$ cat src/rtl/conv_pingpong_buf_if.sv
// conv_pingpong_buf_if
//   Stream interface of the ping-pong buffer: write-side valid/ready/data from
//   the convolution layer and read-side valid/ready/data plus framing flags
//   towards the next stage.
//   slave  : the buffer itself (accepts in_*, produces out_*)
//   master : the surrounding logic / testbench (produces in_*, accepts out_*)
//   Parameters DATA_W and CH must match the buffer instance.
interface conv_pingpong_buf_if #(
   parameter int DATA_W = 8,
   parameter int CH     = 1
);
   logic                 in_valid;
   logic                 in_ready;
   logic [CH*DATA_W-1:0] in_data;
   logic                 out_valid;
   logic                 out_ready;
   logic [CH*DATA_W-1:0] out_data;
   logic                 out_win_last;
   logic                 out_last;

   modport slave (
      input  in_valid, in_data, out_ready,
      output in_ready, out_valid, out_data, out_win_last, out_last
   );

   modport master (
      output in_valid, in_data, out_ready,
      input  in_ready, out_valid, out_data, out_win_last, out_last
   );
endinterface

$ cat src/rtl/conv_pingpong_buf.sv
// conv_pingpong_buf
//   Two-bank ping-pong buffer between a convolution output stream and the next
//   stage. The writer fills one ROWS x COLS bank while the reader drains the
//   other, in raster order (RD_MODE=0) or 2x2-window order (RD_MODE=1).
// Ports:
//   clk        rising-edge clock
//   rst        synchronous active-high reset (priority over clear)
//   clear      synchronous abort, same effect as rst on control state
//   bus        conv_pingpong_buf_if.slave: in_valid/in_ready/in_data write
//              stream, out_valid/out_ready/out_data/out_win_last/out_last read
//              stream (1-cycle read latency, output held while stalled)
//   bank_full  per-bank full flags (status/debug)
module conv_pingpong_buf #(
   parameter int DATA_W  = 8,
   parameter int CH      = 1,
   parameter int COLS    = 26,
   parameter int ROWS    = 2,
   parameter int RD_MODE = 0
) (
   input  logic                      clk,
   input  logic                      rst,
   input  logic                      clear,
   conv_pingpong_buf_if.slave        bus,
   output logic [1:0]                bank_full
);
   localparam int W  = CH * DATA_W;
   localparam int N  = ROWS * COLS;
   localparam int AW = $clog2(2 * N);
   localparam int CW = (COLS > 1) ? $clog2(COLS) : 1;
   localparam int RW = (ROWS > 1) ? $clog2(ROWS) : 1;

   logic          wr_sel, rd_sel;
   logic [1:0]    full, full_nxt;
   logic [RW-1:0] wr_row;
   logic [CW-1:0] wr_col;
   logic          wr_fire, wr_done, rd_fire, rd_done;
   logic [AW-1:0] wr_addr, rd_addr, rd_loc;
   logic          rd_win_last, rd_is_last;
   logic [W-1:0]  mem [2*N];

   // in_ready depends only on registered flags, so a freed bank becomes
   // writable the cycle after its final read.
   assign bus.in_ready = !full[wr_sel];
   assign wr_fire      = bus.in_valid && !full[wr_sel];
   assign wr_done      = wr_fire && (wr_row == RW'(ROWS-1)) && (wr_col == CW'(COLS-1));
   assign wr_addr      = (wr_sel ? AW'(N) : AW'(0)) + AW'(wr_row) * AW'(COLS) + AW'(wr_col);

   // A read is issued whenever the output register is empty or being drained.
   assign rd_fire   = full[rd_sel] && (!bus.out_valid || bus.out_ready);
   assign rd_done   = rd_fire && rd_is_last;
   assign rd_addr   = (rd_sel ? AW'(N) : AW'(0)) + rd_loc;
   assign bank_full = full;

   // Writer and reader never own the same bank, so set and clear below always
   // target different bits.
   always_comb begin
      full_nxt = full;
      if (wr_done) full_nxt[wr_sel] = 1'b1;
      if (rd_done) full_nxt[rd_sel] = 1'b0;
   end

   // Storage: simple dual-port RAM, contents not reset.
   always_ff @(posedge clk) begin
      if (wr_fire) mem[wr_addr] <= bus.in_data;
   end

   // Write-side counters, bank pointers and full flags.
   always_ff @(posedge clk) begin
      if (rst || clear) begin
         wr_sel <= 1'b0;
         rd_sel <= 1'b0;
         full   <= 2'b00;
         wr_row <= '0;
         wr_col <= '0;
      end else begin
         if (wr_fire) begin
            if (wr_col == CW'(COLS-1)) begin
               wr_col <= '0;
               wr_row <= (wr_row == RW'(ROWS-1)) ? '0 : wr_row + RW'(1);
            end else begin
               wr_col <= wr_col + CW'(1);
            end
            if (wr_done) wr_sel <= !wr_sel;
         end
         if (rd_done) rd_sel <= !rd_sel;
         full <= full_nxt;
      end
   end

   // Output register: RAM read data and flags land together one cycle after issue.
   always_ff @(posedge clk) begin
      if (rst || clear) begin
         bus.out_valid    <= 1'b0;
         bus.out_data     <= '0;
         bus.out_win_last <= 1'b0;
         bus.out_last     <= 1'b0;
      end else if (rd_fire) begin
         bus.out_valid    <= 1'b1;
         bus.out_data     <= mem[rd_addr];
         bus.out_win_last <= rd_win_last;
         bus.out_last     <= rd_is_last;
      end else if (bus.out_ready) begin
         bus.out_valid    <= 1'b0;
      end
   end

   // Read address generation; only the selected order's counters exist.
   if (RD_MODE == 0) begin : g_raster
      logic [RW-1:0] rd_row;
      logic [CW-1:0] rd_col;

      always_ff @(posedge clk) begin
         if (rst || clear) begin
            rd_row <= '0;
            rd_col <= '0;
         end else if (rd_fire) begin
            if (rd_col == CW'(COLS-1)) begin
               rd_col <= '0;
               rd_row <= (rd_row == RW'(ROWS-1)) ? '0 : rd_row + RW'(1);
            end else begin
               rd_col <= rd_col + CW'(1);
            end
         end
      end

      assign rd_loc      = AW'(rd_row) * AW'(COLS) + AW'(rd_col);
      assign rd_win_last = (rd_col == CW'(COLS-1));
      assign rd_is_last  = rd_win_last && (rd_row == RW'(ROWS-1));
   end else begin : g_window
      localparam int PW = (ROWS > 2) ? $clog2(ROWS/2) : 1;
      localparam int QW = (COLS > 2) ? $clog2(COLS/2) : 1;
      logic [PW-1:0] rp;
      logic [QW-1:0] cp;
      logic [1:0]    ph;

      // ph walks the 2x2 window (TL, TR, BL, BR); cp then rp step on wrap.
      always_ff @(posedge clk) begin
         if (rst || clear) begin
            rp <= '0;
            cp <= '0;
            ph <= '0;
         end else if (rd_fire) begin
            ph <= ph + 2'd1;
            if (ph == 2'd3) begin
               if (cp == QW'(COLS/2-1)) begin
                  cp <= '0;
                  rp <= (rp == PW'(ROWS/2-1)) ? '0 : rp + PW'(1);
               end else begin
                  cp <= cp + QW'(1);
               end
            end
         end
      end

      assign rd_loc      = (AW'(rp) * AW'(2) + AW'(ph[1])) * AW'(COLS)
                         + AW'(cp) * AW'(2) + AW'(ph[0]);
      assign rd_win_last = (ph == 2'd3);
      assign rd_is_last  = rd_win_last && (cp == QW'(COLS/2-1)) && (rp == PW'(ROWS/2-1));
   end
endmodule
$ cat src/flat_wrapper.sv
// flat-port wrapper written by rule: the top's interface ports become plain ports
module conv_pingpong_buf_flat 
#(
   parameter int DATA_W  = 8,
   parameter int CH      = 1,
   parameter int COLS    = 26,
   parameter int ROWS    = 2,
   parameter int RD_MODE = 0
)
  (clk, rst, clear, bank_full, bus_in_valid, bus_in_data, bus_out_ready, bus_in_ready, bus_out_valid, bus_out_data, bus_out_win_last, bus_out_last);
  conv_pingpong_buf_if #(.DATA_W(DATA_W), .CH(CH)) bus_i ();
  input  logic clk;
  input  logic rst;
  input  logic clear;
  output logic [1:0] bank_full;
  input wire logic [$bits(bus_i.in_valid)-1:0] bus_in_valid;
  input wire logic [$bits(bus_i.in_data)-1:0] bus_in_data;
  input wire logic [$bits(bus_i.out_ready)-1:0] bus_out_ready;
  output wire logic [$bits(bus_i.in_ready)-1:0] bus_in_ready;
  output wire logic [$bits(bus_i.out_valid)-1:0] bus_out_valid;
  output wire logic [$bits(bus_i.out_data)-1:0] bus_out_data;
  output wire logic [$bits(bus_i.out_win_last)-1:0] bus_out_win_last;
  output wire logic [$bits(bus_i.out_last)-1:0] bus_out_last;
  assign bus_i.in_valid = bus_in_valid;
  assign bus_i.in_data = bus_in_data;
  assign bus_i.out_ready = bus_out_ready;
  assign bus_in_ready = bus_i.in_ready;
  assign bus_out_valid = bus_i.out_valid;
  assign bus_out_data = bus_i.out_data;
  assign bus_out_win_last = bus_i.out_win_last;
  assign bus_out_last = bus_i.out_last;
  conv_pingpong_buf #(.DATA_W(DATA_W), .CH(CH), .COLS(COLS), .ROWS(ROWS), .RD_MODE(RD_MODE)) u_core (.clk(clk), .rst(rst), .clear(clear), .bus(bus_i), .bank_full(bank_full));
endmodule
$ cat config.mk
export PLATFORM = sky130hd
export DESIGN_NAME = conv_pingpong_buf_flat
export DESIGN_NICKNAME = d
export VERILOG_FILES = /design/src/rtl/conv_pingpong_buf_if.sv /design/src/rtl/conv_pingpong_buf.sv /design/src/flat_wrapper.sv
export SDC_FILE = /design/constraint.sdc
export NUM_CORES = 1
export LEC_CHECK = 0
export CORE_ASPECT_RATIO = 0.9
export CORE_MARGIN = 3
export CORE_UTILIZATION = 50
export DETAILED_ROUTE_END_ITERATION = 16
export GPL_ROUTABILITY_DRIVEN = 1
export PLACE_DENSITY = 0.75
export SYNTH_ARGS = -nofsm -noshare
export SYNTH_HDL_FRONTEND = slang
export SYNTH_SLANG_ARGS = --single-unit
$ cat constraint.sdc
create_clock -name clk -period 3.51 [get_ports clk]
set_clock_uncertainty 0.2 [all_clocks]
set_input_delay 0.702 -clock clk [delete_from_list [all_inputs] [get_ports clk]]
set_output_delay 0.702 -clock clk [all_outputs]
set_load 0.05 [all_outputs]
==> impl_table.tex, run 1 <==
\begin{tabular}{lr}
\hline
Metric & Value \\
\hline
\multicolumn{2}{l}{\textbf{Die}} \\
\quad Number of I/O pins & 27 \\
\quad Total Die Area & about 0.071 mm2 \\
\quad Floorplan die height & around 250 um \\
\quad FP Rows & 90 \\
\quad DIE WIDTH & 281 um \\
\quad Starting density of the core & 0.507 \\
\quad Core footprint & 0.0672 mm2 \\
\multicolumn{2}{l}{\textbf{STA}} \\
\quad Final hold slack & between 0.2 and 0.3 ns \\
\quad Fin. max-slew vios & 0 \\
\quad Setup violation total in the final timing report & 0 \\
\quad Shortest period the worst path allows & 3.46 ns \\
\quad Final Hold Viols & 0 \\
\quad Final Worst Setup Slack & 0.0469 ns \\
\quad Aggregate negative setup slack & 0 ns \\
\quad Final worst path period share & 0.987 \\
\quad Rel. slew slack & 0.165 \\
\quad Slew at the pin closest to its max-slew limit & 1.25 ns \\
\quad RSZ-0062 raised after global routing & yes \\
\quad Max frequency & 289 MHz \\
\multicolumn{2}{l}{\textbf{Power}} \\
\quad IR Drop Worst-Case VDD & 0.000352 V \\
\quad Total leakage power & 12.1 nW \\
\quad Total power per unit cell area & about 510 mW/mm2 \\
\quad Power after layout & 19.9 mW \\
\multicolumn{2}{l}{\textbf{Placement}} \\
\quad Placement-stage cell area & 0.0364 mm2 \\
\quad Weighted congestion reported at the end of routability-driven placement & 0.940 \\
\quad IO buf count & 26 \\
\quad Pre-CTS setup slack & 0.0148 ns \\
\quad Post-detail-place hpwl & 50,400 um \\
\quad Number of cells after detailed placement & between 2,000 and 3,000 \\
\multicolumn{2}{l}{\textbf{Global routing}} \\
\quad Wire length of the first global-routing pass & around 120,000 um \\
\quad GRT Overall Usage & 0.229 \\
\quad Final global-route overflow total & 0 \\
\quad Initial antenna violation count & 0 \\
\quad Maximum number of pins on one net before global-route repair & about 110 \\
\quad Via count of the first global-routing pass & 17,524 \\
\multicolumn{2}{l}{\textbf{Critical path}} \\
\quad Largest driver fanout on the critical path & 8 \\
\quad Reg-to-reg endpoint & u\_core.mem[86][6]\$\_DFFE\_PP\_ \\
\quad Startpoint of the worst-slack reg-to-reg timing path & u\_core.wr\_row\$\_SDFFE\_PP0P\_ \\
\quad Endpoint of the most critical setup path & u\_core.mem[86][6]\$\_DFFE\_PP\_ \\
\quad Worst R2R Setup Slack & between 0.04 and 0.05 ns \\
\quad Endpoint kind of the worst setup timing path & flip-flop \\
\quad Data required time at the worst endpoint & 3.64 ns \\
\quad Depth of the worst register-to-register path & 9 \\
\quad Worst path arrival time & about 3.6 ns \\
\quad Type of the setup path with the least slack & reg -> reg \\
\quad Startpoint kind of the worst setup timing path & flip-flop \\
\quad Startpoint of the worst setup timing path & u\_core.wr\_row\$\_SDFFE\_PP0P\_ \\
\multicolumn{2}{l}{\textbf{Final layout}} \\
\quad Number of antenna repair diodes & 0 \\
\quad Final standard cell count with taps included and fillers excluded & between 2,000 and 3,000 \\
\quad Number of nets in the finished design & 1,943 \\
\quad Fraction of layout cells with a size suffix above 1 & 0.257 \\
\quad Post-layout utilization of the core & 0.580 \\
\quad Final design instance area without fill & between 0.03 and 0.04 mm2 \\
\quad Post-synthesis to final-layout area growth & 14.4\% \\
\multicolumn{2}{l}{\textbf{Worst hold path}} \\
\quad Kind of path behind the tightest hold check & reg -> reg \\
\multicolumn{2}{l}{\textbf{CTS}} \\
\quad CTS sink count & 859 \\
\quad Insertion delay of the later-clocked pin in the worst-skew pair & around 0.64 ns \\
\quad Reg clk slew, reported paths & 0.06 ns \\
\quad TritonCTS buffer count & 82 \\
\quad CTS tree & built \\
\quad Number of buffers inserted for hold repair after clock tree synthesis & 0 \\
\quad Number of buffers on the longest clock path & 3 \\
\quad Clock H-tree levels & 3 \\
\quad Clk root buf & sky130\_fd\_sc\_hd\_\_clkbuf\_16 \\
\multicolumn{2}{l}{\textbf{Synth}} \\
\quad Number of flops mapped to enable cells by yosys & 832 \\
\quad Portion of synthesized cell area occupied by the leading cell type & 0.733 \\
\quad Predominant post-synthesis flop cell & sky130\_fd\_sc\_hd\_\_edfxtp\_1 \\
\quad Number of warnings printed during yosys synthesis & 0 \\
\quad Per-instance average area after synthesis & around 20 um2 \\
\quad Ys async rst share & 0 \\
\quad Synth Cell Area & 0.0341 mm2 \\
\quad Portion of the post-synthesis area used by sequential elements & 0.749 \\
\quad Largest cells by area after synthesis & sky130\_fd\_sc\_hd\_\_edfxtp\_1, sky130\_fd\_sc\_hd\_\_mux4\_2, sky130\_fd\_sc\_hd\_\_mux2i\_1, sky130\_fd\_sc\_hd\_\_dfxtp\_1, sky130\_fd\_sc\_hd\_\_nor2\_1 \\
\quad Net count of the mapped netlist & around 1,700 \\
\quad Flip-flop and latch count after synthesis & 859 \\
\quad Yosys top cell by area & sky130\_fd\_sc\_hd\_\_edfxtp\_1 \\
\quad Number of instances in the synthesized netlist & between 1,500 and 2,000 \\
\quad Distinct cell type count after synthesis & 49 \\
\multicolumn{2}{l}{\textbf{Routing}} \\
\quad Post-DRT Antenna Nets & 0 \\
\quad Routed WL & 80,500 um \\
\quad DR vias/cell & 6.20 \\
\quad DR iter-0 viols & 2,509 \\
\quad DRC violations left & 0 \\
\quad Post-DR wirelength/cell & $\sim$28 um \\
\quad Number of vias in the routed layout & 17,652 \\
\quad Number of detailed-route iterations in the first pass & 5 \\
\multicolumn{2}{l}{\textbf{Status}} \\
\quad Status & finished, final reports clean \\
\multicolumn{2}{l}{\textbf{Job}} \\
\quad Max-capacitance violation count & 0 \\
\hline
\end{tabular}
[area by class of cell]
type	instances	area, um2
flip-flops and latches	859	25500
repair buffers	218	1850
well taps	874	1090
multi-input cells	735	7930
clock buffers	104	2160
clock inverters	44	375
inverters	11	41.3
fillers	4730	28300
[synth_stat cells (19+ instances only)]
cell                       count
sky130_fd_sc_hd__mux4_2      182
sky130_fd_sc_hd__clkbuf_1     28
sky130_fd_sc_hd__buf_4        27
sky130_fd_sc_hd__o21ai_0      21
sky130_fd_sc_hd__edfxtp_1    832
sky130_fd_sc_hd__nor2_1      138
sky130_fd_sc_hd__ha_1         19
sky130_fd_sc_hd__a21oi_1      31
sky130_fd_sc_hd__mux2i_1     109
sky130_fd_sc_hd__nand2_1      45
sky130_fd_sc_hd__a22oi_1      20
sky130_fd_sc_hd__dfxtp_1      27
sky130_fd_sc_hd__nand3_1      26
[what timing repair did]
item | 4_1_cts | 5_1_grt
setup buffers | 0 | 1
pin swaps | 0 | 1
gates cloned | 0 | 0
setup endpoints to repair | 11 | 219
endpoints found under the hold margin | 0 | 0
gates resized for setup | 2 | 2
[kinds of logic after synthesis]
kind of cell / count (synthesis) / share of synthesized area
xor gates and xnor gates: 19 / 0.00488
buffers and inverters: 99 / 0.0194
AOI/OAI and AO/OA: 155 / 0.0323
DFF: 859 / 0.749
adders and majority gates: 23 / 0.00933
and+or+nand+nor: 243 / 0.0303
muxes: 295 / 0.155
[how the worst min path moves through the flow]
stage,from,to,slack [ns],cells past startpoint
floorplan,u_core.g_raster.rd_col[1]$_SDFFE_PP0P_,u_core.g_raster.rd_col[1]$_SDFFE_PP0P_,0.32,2
detailed placement,u_core.bus.out_last$_SDFFE_PP0P_,u_core.bus.out_last$_SDFFE_PP0P_,0.26,2
global route,u_core.bus.out_valid$_SDFFE_PP0P_,u_core.bus.out_valid$_SDFFE_PP0P_,0.32,2
global placement,u_core.bus.out_last$_SDFFE_PP0P_,u_core.bus.out_last$_SDFFE_PP0P_,0.26,2
CTS,u_core.bus.out_valid$_SDFFE_PP0P_,u_core.bus.out_valid$_SDFFE_PP0P_,0.29,2
finish,u_core.bus.out_valid$_SDFFE_PP0P_,u_core.bus.out_valid$_SDFFE_PP0P_,0.29,2
[layout by cell type, fill, tap and decap left out, drive strengths merged, types with 9 or more instances in the layout]
master	instances
edfxtp	832
buf	200
mux4	184
nor2	139
mux2i	109
clkbuf	104
nand2	45
a21oi	32
clkinv	32
dfxtp	27
nand3	26
o21ai	21
a22oi	20
ha	19
clkdlybuf4s50	18
inv	16
nor2b	14
a32oi	14
xor2	11
o221ai	11
o211ai	10
a221oi	9
[state kept, by name (all words and copies together) (netlist names)]
signal	cells
u_core.bank_full	2
u_core.bus.out_data	8
u_core.bus.out_last	1
u_core.bus.out_valid	1
u_core.bus.out_win_last	1
u_core.g_raster.rd_col	5
u_core.g_raster.rd_row	1
u_core.mem	832
u_core.rd_sel	1
u_core.wr_col	5
u_core.wr_row	1
u_core.wr_sel	1
[per-layer routing]
metal,wire (um),global-route usage,vias to the layer above
li1,-,-,7391
met1,32400,0.328,9078
met2,36400,0.341,994
met3,8820,0.0687,189
met4,2900,0.0776,0
met5,0,0,-
[critical path, stage by stage (launching register included)]
cell and delay, ns:
sky130_fd_sc_hd__dfxtp_1 0.48, sky130_fd_sc_hd__fa_1 0.48, sky130_fd_sc_hd__ha_1 0.36, sky130_fd_sc_hd__and2_1 0.17, sky130_fd_sc_hd__a221o_1 0.21, sky130_fd_sc_hd__inv_1 0.06, sky130_fd_sc_hd__nor2_1 0.31, sky130_fd_sc_hd__nand2_1 0.38
sky130_fd_sc_hd__nor2_1 0.30, sky130_fd_sc_hd__buf_4 0.20
[where the power goes]
part | switching [mW] | internal, mW | total (mW) | leakage, nW
sequential | 0.00499 | 11.2 | 11.3 | 7.70
combinational | 0.226 | 0.0464 | 0.272 | 3.17
clock | 3.67 | 4.73 | 8.41 | 1.24
Power figures use the tool's default switching activity.
==> inputs of run 2 (changes only) <==
Settings changed: CORE_MARGIN 3 to 2, SKIP_LAST_GASP from default to 1.
==> impl_table.tex, run 2 (synthesis gave the netlist of run 1 again) <==
\begin{tabular}{lr}
\hline
Metric & Value \\
\hline
\multicolumn{2}{l}{\textbf{Critical path}} \\
\quad Depth of the worst register-to-register path & 9 \\
\quad Bufs and invs on worst path & 2 \\
\quad Worst R2R Setup Slack & approximately 0.047 ns \\
\quad Data required time at the worst endpoint & 3.87 ns \\
\quad CP max-delay cell & sky130\_fd\_sc\_hd\_\_a221oi\_1 \\
\quad Startpoint kind of the worst setup timing path & flip-flop \\
\quad Endpoint kind of the worst setup timing path & flip-flop \\
\quad Critical Path, Cell by Cell & ha\_1, ha\_4, buf\_16, nor2b\_1, buf\_4, a221oi\_1, o221ai\_1, a221o\_1, a32oi\_1 \\
\quad Kind of cell adding the most delay to the critical path & compound AO/OA/AOI/OAI gates \\
\quad Slowest Stage Delay on Critical Path & 0.68 ns \\
\quad Type of the setup path with the least slack & reg -> reg \\
\quad Worst path arrival time & between 3 and 4 ns \\
\quad Reg-to-reg endpoint & u\_core.bus.out\_data[1]\$\_SDFFE\_PP0P\_ \\
\quad Largest driver fanout on the critical path & 18 \\
\quad Startpoint of the worst-slack reg-to-reg timing path & u\_core.rd\_sel\$\_SDFFE\_PP0P\_ \\
\quad Startpoint of the worst setup timing path & u\_core.rd\_sel\$\_SDFFE\_PP0P\_ \\
\multicolumn{2}{l}{\textbf{STA}} \\
\quad Final worst path period share & 0.987 \\
\quad Aggregate negative setup slack & 0 ns \\
\quad Final Hold Viols & 0 \\
\quad Max frequency & between 200 and 300 MHz \\
\quad Slew at the pin closest to its max-slew limit & 1.23 ns \\
\quad Shortest period the worst path allows & 3.46 ns \\
\quad Setup violation total in the final timing report & 0 \\
\quad Rel. slew slack & 0.177 \\
\quad Final hold slack & 0.266 ns \\
\quad RSZ-0062 raised after global routing & no \\
\quad Fin. max-slew vios & 0 \\
\multicolumn{2}{l}{\textbf{Die}} \\
\quad Number of I/O pins & 27 \\
\quad Floorplan die height & 252 um \\
\quad Core footprint & 0.0672 mm2 \\
\quad Total Die Area & between 0.07 and 0.08 mm2 \\
\quad DIE WIDTH & around 280 um \\
\quad FP Rows & 90 \\
\quad Starting density of the core & 0.507 \\
\multicolumn{2}{l}{\textbf{Routing}} \\
\quad Number of vias in the routed layout & about 18,000 \\
\quad Post-DR wirelength/cell & 27.8 um \\
\quad DRC violations left & 0 \\
\quad DR vias/cell & 6.23 \\
\quad Post-DRT Antenna Nets & 0 \\
\quad Number of detailed-route iterations in the first pass & 5 \\
\quad Routed WL & between 70,000 and 80,000 um \\
\quad DR iter-0 viols & 2,647 \\
\multicolumn{2}{l}{\textbf{CTS}} \\
\quad CTS sink count & 859 \\
\quad Clock H-tree levels & 3 \\
\quad Number of buffers on the longest clock path & 3 \\
\quad Reg clk slew, reported paths & 0.06 ns \\
\quad CTS tree & built \\
\quad Clk root buf & sky130\_fd\_sc\_hd\_\_clkbuf\_16 \\
\quad Insertion delay of the later-clocked pin in the worst-skew pair & $\sim$0.63 ns \\
\quad TritonCTS buffer count & roughly 80 \\
\quad Number of buffers inserted for hold repair after clock tree synthesis & 0 \\
\multicolumn{2}{l}{\textbf{Placement}} \\
\quad IO buf count & 26 \\
\quad Weighted congestion reported at the end of routability-driven placement & 0.913 \\
\quad Post-detail-place hpwl & 49,200 um \\
\multicolumn{2}{l}{\textbf{Global routing}} \\
\quad Final global-route overflow total & 0 \\
\quad GRT Overall Usage & 0.230 \\
\quad Wire length of the first global-routing pass & 119,000 um \\
\quad Initial antenna violation count & 1 \\
\quad Maximum number of pins on one net before global-route repair & 105 \\
\quad Via count of the first global-routing pass & around 18,000 \\
\multicolumn{2}{l}{\textbf{Final layout}} \\
\quad Number of antenna repair diodes & 0 \\
\quad Reg with most FFs & u\_core.mem \\
\quad Fraction of layout cells with a size suffix above 1 & 0.266 \\
\quad Number of nets in the finished design & 1,965 \\
\quad Largest register FFs & between 800 and 900 \\
\quad Post-layout utilization of the core & 0.583 \\
\quad Registers with the most flip-flops & u\_core.mem: 832 flops, u\_core.bus.out\_data: 8 flops \\
\quad Post-synthesis to final-layout area growth & 15.1\% \\
\quad Most frequent cells in the layout & sky130\_fd\_sc\_hd\_\_edfxtp\_1, sky130\_fd\_sc\_hd\_\_buf\_4, sky130\_fd\_sc\_hd\_\_mux4\_2 \\
\quad Most common cell after layout, fill and taps aside & sky130\_fd\_sc\_hd\_\_edfxtp\_1 \\
\multicolumn{2}{l}{\textbf{Worst hold path}} \\
\quad Startpoint of the tightest hold check path & u\_core.bus.out\_last\$\_SDFFE\_PP0P\_ \\
\quad Count of cells along the worst hold path & 2 \\
\quad Kind of path behind the tightest hold check & reg -> reg \\
\quad Hold Crit Endpoint & u\_core.bus.out\_last\$\_SDFFE\_PP0P\_ \\
\multicolumn{2}{l}{\textbf{Power}} \\
\quad Sw power & about 4 mW \\
\quad Switching power as a share of total power & 0.195 \\
\quad Seq pwr share & 0.560 \\
\quad Power after layout & 20.1 mW \\
\quad Total leakage power & about 12 nW \\
\quad Power share of the clock group & 0.427 \\
\quad Share of total power in combinational logic & 0.013 \\
\quad Total power per unit cell area & a little over 500 mW/mm2 \\
\quad IR Drop Worst-Case VDD & 0.000317 V \\
\quad Internal power & 16.2 mW \\
\multicolumn{2}{l}{\textbf{Job}} \\
\quad Max-capacitance violation count & 0 \\
\multicolumn{2}{l}{\textbf{Status}} \\
\quad Status & finished, final reports clean \\
\hline
\end{tabular}
==> run 2: per-layer routing <==
layer,vias up,global-route usage,part of all wire
met5,-,0,0
met4,0,0.0593,0.023
met3,133,0.0459,0.093
met2,1027,0.351,0.47
met1,9258,0.345,0.42
li1,7452,-,-
==> run 2: metrics by stage <==
stage	instance area, um2	instances	worst slack (ns)
finish	39200	2870	0.0470
global route	39200	2870	0.00575
CTS	39200	2869	0.0222
detailed placement	36600	2718	0.0396
global placement	36600	2718	0.0910
floorplan	34100	1693	0.166
==> run 2: cell type report <==
type	instances	area, um2
clock inverter	42	367
fill	4659	28000
multi-input combinational	735	7940
sequential	859	25500
clock buffer	109	2240
inverter	11	41.3
tap	874	1090
timing repair buffer	240	2000
==> run 2: timing repair <==
item,in CTS,in global routing
resized for setup,0,5
buffers inserted,0,1
endpoints found under the setup margin,0,119
==> run 2: power by group through the flow <==
stage | sequential, mW | combinational, mW | clock (mW)
after detailed placement | 11.5 | 0.257 | 0
after CTS | 11.3 | 0.257 | 8.69
after global routing | 11.2 | 0.273 | 9.09
final | 11.3 | 0.253 | 8.58
after floorplan | 11.5 | 0.0422 | 0
after global placement | 11.5 | 0.241 | 0
==> run 2: worst register-to-register path: stages, from the launching register on <==
cell and delay (ns):
sky130_fd_sc_hd__dfxtp_1 0.42, sky130_fd_sc_hd__ha_1 0.30, sky130_fd_sc_hd__ha_4 0.41, sky130_fd_sc_hd__buf_16 0.24, sky130_fd_sc_hd__nor2b_1 0.19, sky130_fd_sc_hd__buf_4 0.22, sky130_fd_sc_hd__a221oi_1 0.68, sky130_fd_sc_hd__o221ai_1 0.21
sky130_fd_sc_hd__a221o_1 0.32, sky130_fd_sc_hd__a32oi_1 0.21
==> run 2: worst max path at each step <==
| stage | cells after the start | slack [ns] | end |
|---|---|---|---|
| floorplan | 6 | 0.17 | u_core.mem[15][0]$_DFFE_PP_ |
| global placement | 7 | 0.09 | u_core.bus.out_data[4]$_SDFFE_PP0P_ |
| detailed placement | 7 | 0.04 | u_core.bus.out_data[4]$_SDFFE_PP0P_ |
| CTS | 8 | 0.02 | u_core.bus.out_data[1]$_SDFFE_PP0P_ |
| global route | 7 | 0.006 | u_core.bus.out_data[4]$_SDFFE_PP0P_ |
| finish | 9 | 0.05 | u_core.bus.out_data[1]$_SDFFE_PP0P_ |
